**src/rtl/fifo_pkg.sv**
```systemverilog
// ------------------------------------------------------------------
// fifo_pkg: shared async-FIFO defaults and pointer helpers.  rev 1.0
// ------------------------------------------------------------------
`default_nettype none

package fifo_pkg;

   localparam int DEF_ADDR_W      = 4;
   localparam int DEF_DATA_W      = 8;
   localparam int DEF_SYNC_STAGES = 2;

   // One extra MSB distinguishes full from empty when the address bits match.
   function automatic int ptr_w(input int addr_w);
      return addr_w + 1;
   endfunction

   function automatic logic [31:0] bin2gray(input logic [31:0] b);
      return b ^ (b >> 1);
   endfunction

endpackage

`default_nettype wire

```
**src/rtl/gray2bin.sv**
```systemverilog
// ------------------------------------------------------------------
// gray2bin: combinational Gray-to-binary converter.          rev 1.0
// ------------------------------------------------------------------
`default_nettype none

module gray2bin #(
   parameter int N = 5
) (
   input  logic [N-1:0] gray,
   output logic [N-1:0] bin
);

   // Each binary bit is the XOR of all Gray bits at or above it.
   for (genvar i = 0; i < N; i++) begin : g_bit
      assign bin[i] = ^gray[N-1:i];
   end

endmodule

`default_nettype wire

```
**src/rtl/fifo_rd_ctrl.sv**
```systemverilog
// ------------------------------------------------------------------
// fifo_rd_ctrl: async FIFO read-side controller.              rev 1.0
// ------------------------------------------------------------------
`default_nettype none

module fifo_rd_ctrl
   import fifo_pkg::*;
#(
   parameter int ADDR_W      = DEF_ADDR_W,
   parameter int DATA_W      = DEF_DATA_W,
   parameter int SYNC_STAGES = DEF_SYNC_STAGES
) (
   input  logic                     clk,
   input  logic                     rst_n,
   input  logic [ptr_w(ADDR_W)-1:0] wr_ptr_gray,
   output logic [ptr_w(ADDR_W)-1:0] rd_ptr_gray,
   output logic [ADDR_W-1:0]        ram_raddr,
   output logic                     ram_ren,
   input  logic [DATA_W-1:0]        ram_rdata,
   output logic [DATA_W-1:0]        m_data,
   output logic                     m_valid,
   input  logic                     m_ready,
   output logic                     empty,
   output logic [ptr_w(ADDR_W)-1:0] rd_level,
   output logic                     ptr_err
);

   localparam int            PW    = ptr_w(ADDR_W);
   localparam logic [PW-1:0] DEPTH = {1'b1, {ADDR_W{1'b0}}};

   logic [PW-1:0]     sync_q [SYNC_STAGES];
   logic [PW-1:0]     gray_last;
   logic [PW-1:0]     prev_gray;
   logic [PW-1:0]     sync_bin;
   logic [PW-1:0]     wr_bin;
   logic [PW-1:0]     rd_ptr_bin;
   logic [PW-1:0]     rd_ptr_next;
   logic [PW-1:0]     gray_diff;
   logic              gray_jump;
   logic              level_over;

   logic [DATA_W-1:0] skid_q [2];
   logic              head;
   logic              wr_idx;
   logic [1:0]        occ;
   logic              inflight;
   logic              pop;

   // ---------------- write-pointer synchroniser ----------------
   always_ff @(posedge clk or negedge rst_n) begin
      if (!rst_n) begin
         for (int i = 0; i < SYNC_STAGES; i++) begin
            sync_q[i] <= '0;
         end
      end else begin
         sync_q[0] <= wr_ptr_gray;
         for (int i = 1; i < SYNC_STAGES; i++) begin
            sync_q[i] <= sync_q[i-1];
         end
      end
   end

   assign gray_last = sync_q[SYNC_STAGES-1];

   gray2bin #(
      .N    (PW)
   ) u_gray2bin (
      .gray (gray_last),
      .bin  (sync_bin)
   );

   // A legal Gray stream never changes more than one bit between samples.
   assign gray_diff  = gray_last ^ prev_gray;
   assign gray_jump  = |(gray_diff & (gray_diff - PW'(1)));
   assign level_over = (rd_level > DEPTH);

   always_ff @(posedge clk or negedge rst_n) begin
      if (!rst_n) begin
         wr_bin    <= '0;
         prev_gray <= '0;
         ptr_err   <= 1'b0;
      end else begin
         wr_bin    <= sync_bin;
         prev_gray <= gray_last;
         ptr_err   <= ptr_err | gray_jump | level_over;
      end
   end

   assign empty    = (wr_bin == rd_ptr_bin);
   assign rd_level = wr_bin - rd_ptr_bin;

   // ---------------- RAM read port ----------------
   assign pop         = m_valid & m_ready;
   // Credit = 2 - occ - inflight + pop, rearranged to avoid a signed compare.
   assign ram_ren     = !empty &&
                        (({1'b0, occ} + {2'b0, inflight}) < (3'd2 + {2'b0, pop}));
   assign ram_raddr   = rd_ptr_bin[ADDR_W-1:0];
   assign rd_ptr_next = rd_ptr_bin + PW'(1);

   always_ff @(posedge clk or negedge rst_n) begin
      if (!rst_n) begin
         rd_ptr_bin  <= '0;
         rd_ptr_gray <= '0;
      end else if (ram_ren) begin
         rd_ptr_bin  <= rd_ptr_next;
         rd_ptr_gray <= PW'(bin2gray(32'(rd_ptr_next)));
      end
   end

   // ---------------- 2-entry skid buffer ----------------
   // Tail slot is head^occ[0]; with occ=2 a push only happens alongside a
   // pop, so it reuses the slot being freed.
   assign wr_idx  = head ^ occ[0];
   assign m_valid = (occ != 2'd0);
   assign m_data  = skid_q[head];

   always_ff @(posedge clk or negedge rst_n) begin
      if (!rst_n) begin
         skid_q[0] <= '0;
         skid_q[1] <= '0;
         head      <= 1'b0;
         occ       <= 2'd0;
         inflight  <= 1'b0;
      end else begin
         inflight <= ram_ren;
         if (inflight) begin
            skid_q[wr_idx] <= ram_rdata;
         end
         if (pop) begin
            head <= ~head;
         end
         occ <= occ + {1'b0, inflight} - {1'b0, pop};
      end
   end

endmodule

`default_nettype wire

```
**config.mk**
```make
export PLATFORM = sky130hd
export DESIGN_NAME = fifo_rd_ctrl
export DESIGN_NICKNAME = d
export VERILOG_FILES = /design/src/rtl/fifo_pkg.sv /design/src/rtl/gray2bin.sv /design/src/rtl/fifo_rd_ctrl.sv
export SDC_FILE = /design/constraint.sdc
export NUM_CORES = 1
export LEC_CHECK = 0
export ABC_AREA = 1
export CORE_MARGIN = 2
export CORE_UTILIZATION = 35
export DETAILED_ROUTE_END_ITERATION = 7
export GPL_TIMING_DRIVEN = 0
export SKIP_LAST_GASP = 1
export SLEW_MARGIN = 10
export SYNTH_ARGS = -nofsm -noshare
export SYNTH_HDL_FRONTEND = slang
export SYNTH_SLANG_ARGS = --single-unit
```
**constraint.sdc**
```tcl
create_clock -name clk -period 2.2 [get_ports clk]
set_input_delay 0.33 -clock clk [delete_from_list [all_inputs] [get_ports clk]]
set_output_delay 0.33 -clock clk [all_outputs]
set_load 0.02 [all_outputs]
```
==> impl_metrics.yaml <==
logic_synthesis:
  ys_ff_latch: 49
  yosys_warnings: 0
  postSynthAreaPerCell_um2: 8.43
  synth_compound_area_frac: 0.0573
  syn-num-nets: 311
  yosysUniqueCellTypes: 23
  synth-simple-area-share: 0.244
  synth-xor-area-share: 0.0542
  syn_inst: 285
  ys_seq_area_frac: 0.510
  synth_top_family_by_area: "simple AND/OR/NAND/NOR gates"
  synthMuxAreaShare: 0
  synthesis.area_mm2: 0.00240
  synth_adder_area_share: 0.0552
cts:
  cts_tree: "yes"
  cts_sinks: 49
  clk_pin_slew_ns: 0.09
  htree_num_levels: 2
  cts-root-buf: "clkbuf_8"
  cts_inserted_buffers: 5
  clk_latency_ns: 0.30
  ctsHoldBuffers: 0
  cts_max_path_buffers: 2
placed_design:
  dp_hpwl_um: 3460
  gp_congestion: 0.782
  placed_area_mm2: 0.00293
  pre_cts_slack_ns: -0.346
  portBuffers: 41
critical_path:
  end_kind: "primary output"
  cp-startpoint: "rd_ptr_bin[2]"
  r2r-start: "rd_ptr_bin[0]"
  crit_arrival_ns: 1.85
  worstSetupEndpoint: "ram_ren"
  required_ns: 1.87
  reg2reg_to: "ptr_err"
  r2r_cells: 8
  crit_type: "reg2out"
  cp_max_fo: 8
  reg2reg_slack_ns: 0.36
  cp-start-kind: "flop"
floorplanning:
  core_mm2: 0.00672
  die_area_mm2: 0.00754
  num_rows: 30
  ioPinCount: 42
  die_x_um: 86.8
  initial_core_util: 0.358
  die_height_um: 86.8
sta:
  timing.fmax_mhz: 459
  timing.final.crit_share: 0.991
  setup_tns_ns: 0
  finalHoldViolCount: 0
  setup_viol: 0
  final_max_slew_viol_count: 0
  worstMarginPinSlew_ns: 0.581
  fin_skew_ns: 0.00564
  setup_slack_ns: 0.0194
  layout_min_cycle_time_ns: 2.18
  grt_setup_unrepaired: "yes"
  relSlewSlack: 0.611
routing:
  firstDrtPassIters: 5
  wl_per_cell_um: 11.4
  vias: 1927
  drt_first_iter_violations: 63
  final_antenna_net_count: 0
  finalWirelength_um: 4770
  post_drt_via_cell_ratio: 4.61
  drc: 0
power_and_ir_drop:
  p_leak_nw: 1.60
  p_clk_frac: 0.138
  p_int_mw: 2.71
  ir_drop_v: 0.000622
  p_switching_mw: 2.16
  power_density_mw_per_mm2: 1590
  combinationalPowerShare: 0.579
  total_power_mw: 4.88
  p_sw_frac: 0.444
  p_seq_frac: 0.283
outcome:
  status: "complete, no violations"
grt:
  grt_pass1_wl_um: 8420
  overflow: 0
  grt_usage: 0.141
  grt_pass1_vias: 1897
  antenna_found_initial: 0
  grt_max_degree: 28
cells_and_area:
  drive_above_1_share: 0.127
  area_growth_syn_to_layout_pct: 28.1
  final_area_mm2: 0.00308
  layout.nets: 363
  num_antenna_cells: 0
  fill_cells: 677
hold_path:
  hold_class: "in2async"
run:
  cap_violations: 0
## power by group through the flow
| stage | combinational, mW | sequential, mW | clock (mW) |
|---|---|---|---|
| 2_1_floorplan | 1.78 | 1.46 | 0 |
| 3_3_place_gp | 2.76 | 1.41 | 0 |
| 3_5_place_dp | 2.80 | 1.42 | 0 |
| 4_1_cts | 2.82 | 1.38 | 0.699 |
| 5_1_grt | 3.16 | 1.42 | 0.732 |
| 6_report | 2.83 | 1.38 | 0.673 |
## kinds of logic after synthesis
logic type / Yosys count
buf+inv: 47
simple gates: 142
xor+xnor: 14
compound gates: 23
flops: 49
fa+ha+maj: 10
## sequential cells by signal (all words and copies together) (netlist names)
signal       count
wr_bin           4
inflight         1
skid_q          16
sync_q           5
head             1
rd_ptr_gray      5
occ              2
prev_gray        5
ptr_err          1
gray_last        5
rd_ptr_bin       4
## metrics by stage
step | util | std cells | hold slack [ns]
2_1_floorplan | - | 285 | 0.0344
3_3_place_gp | 0.434 | 406 | 0.334
3_5_place_dp | 0.436 | 407 | 0.335
4_1_cts | 0.458 | 417 | 0.0198
5_1_grt | 0.458 | 418 | 0.0464
6_report | 0.458 | 418 | 0.00462
## synth_stat cells, drive strengths merged
cell type | instances | area share
clkbuf | 2 | 0.0036
dfrtp | 49 | 0.51
xor2 | 5 | 0.018
nor2 | 6 | 0.013
buf | 3 | 0.0099
inv | 42 | 0.066
a21oi | 2 | 0.0042
fa | 1 | 0.0083
or2 | 3 | 0.0078
xnor2 | 9 | 0.036
nand2 | 110 | 0.17
o21ai | 21 | 0.053
nand3 | 20 | 0.044
ha | 9 | 0.047
nand4 | 3 | 0.0078
## worst min-delay path by stage
stage	start	to	slack (ns)
6_report	rst_n	ptr_err	0.005
4_1_cts	rst_n	ptr_err	0.02
2_1_floorplan	rst_n	gray_last[0]	0.03
3_5_place_dp	sync_q[8]	gray_last[3]	0.33
5_1_grt	rst_n	ptr_err	0.05
3_3_place_gp	sync_q[5]	gray_last[0]	0.33
## worst max-delay path, cell delays in order (launching register included)
cell and delay, ns:
dfrtp_1 0.36, buf_4 0.15, inv_1 0.07, ha_4 0.30, nand2_1 0.07, nor2_2 0.12
nand2_2 0.09, nand3_4 0.09, inv_4 0.05, clkdlybuf4s15_2 0.24
## per-layer routing
metal	vias to the layer above	global-route usage	part of all wire
li1	977	-	-
met4	0	0.0597	0.016
met1	892	0.180	0.46
met2	53	0.235	0.47
met5	-	0	0
met3	5	0.0248	0.048
## layout by cell type, fill, tap and decap left out, types with 6 or more instances in the layout
cell type        synthesis  layout
dlygate4sd2_1            0       9
inv_1                   42      40
clkbuf_8                 0       6
dfrtp_1                 49      47
o21ai_0                  9       9
ha_1                     9       8
o21ai_2                  6       6
xnor2_1                  8       8
nand2_1                110     109
clkdlybuf4s50_1          0      26
nand3_1                 19      19
o21ai_1                  6       6
## timing repair
| action | CTS | global route |
|---|---|---|
| pin swaps | 0 | 1 |
| gates resized for setup | 33 | 8 |
| endpoints found under the setup margin | 14 | 5 |
| buffers inserted | 2 | 1 |
## final cells by class
| cell class | count | area [µm²] | area share |
|---|---|---|---|
| clock buffer | 7 | 86.3 | 0.0281 |
| timing repair buffer | 45 | 418 | 0.136 |
| sequential | 49 | 1230 | 0.399 |
| buffer | 5 | 36.3 | 0.0118 |
| multi-input combinational | 189 | 1020 | 0.331 |
| tap | 80 | 100 | 0.0325 |
| clock inverter | 1 | 30.0 | 0.00976 |
| inverter | 42 | 160 | 0.0521 |
(Power assumes the default switching activity.)
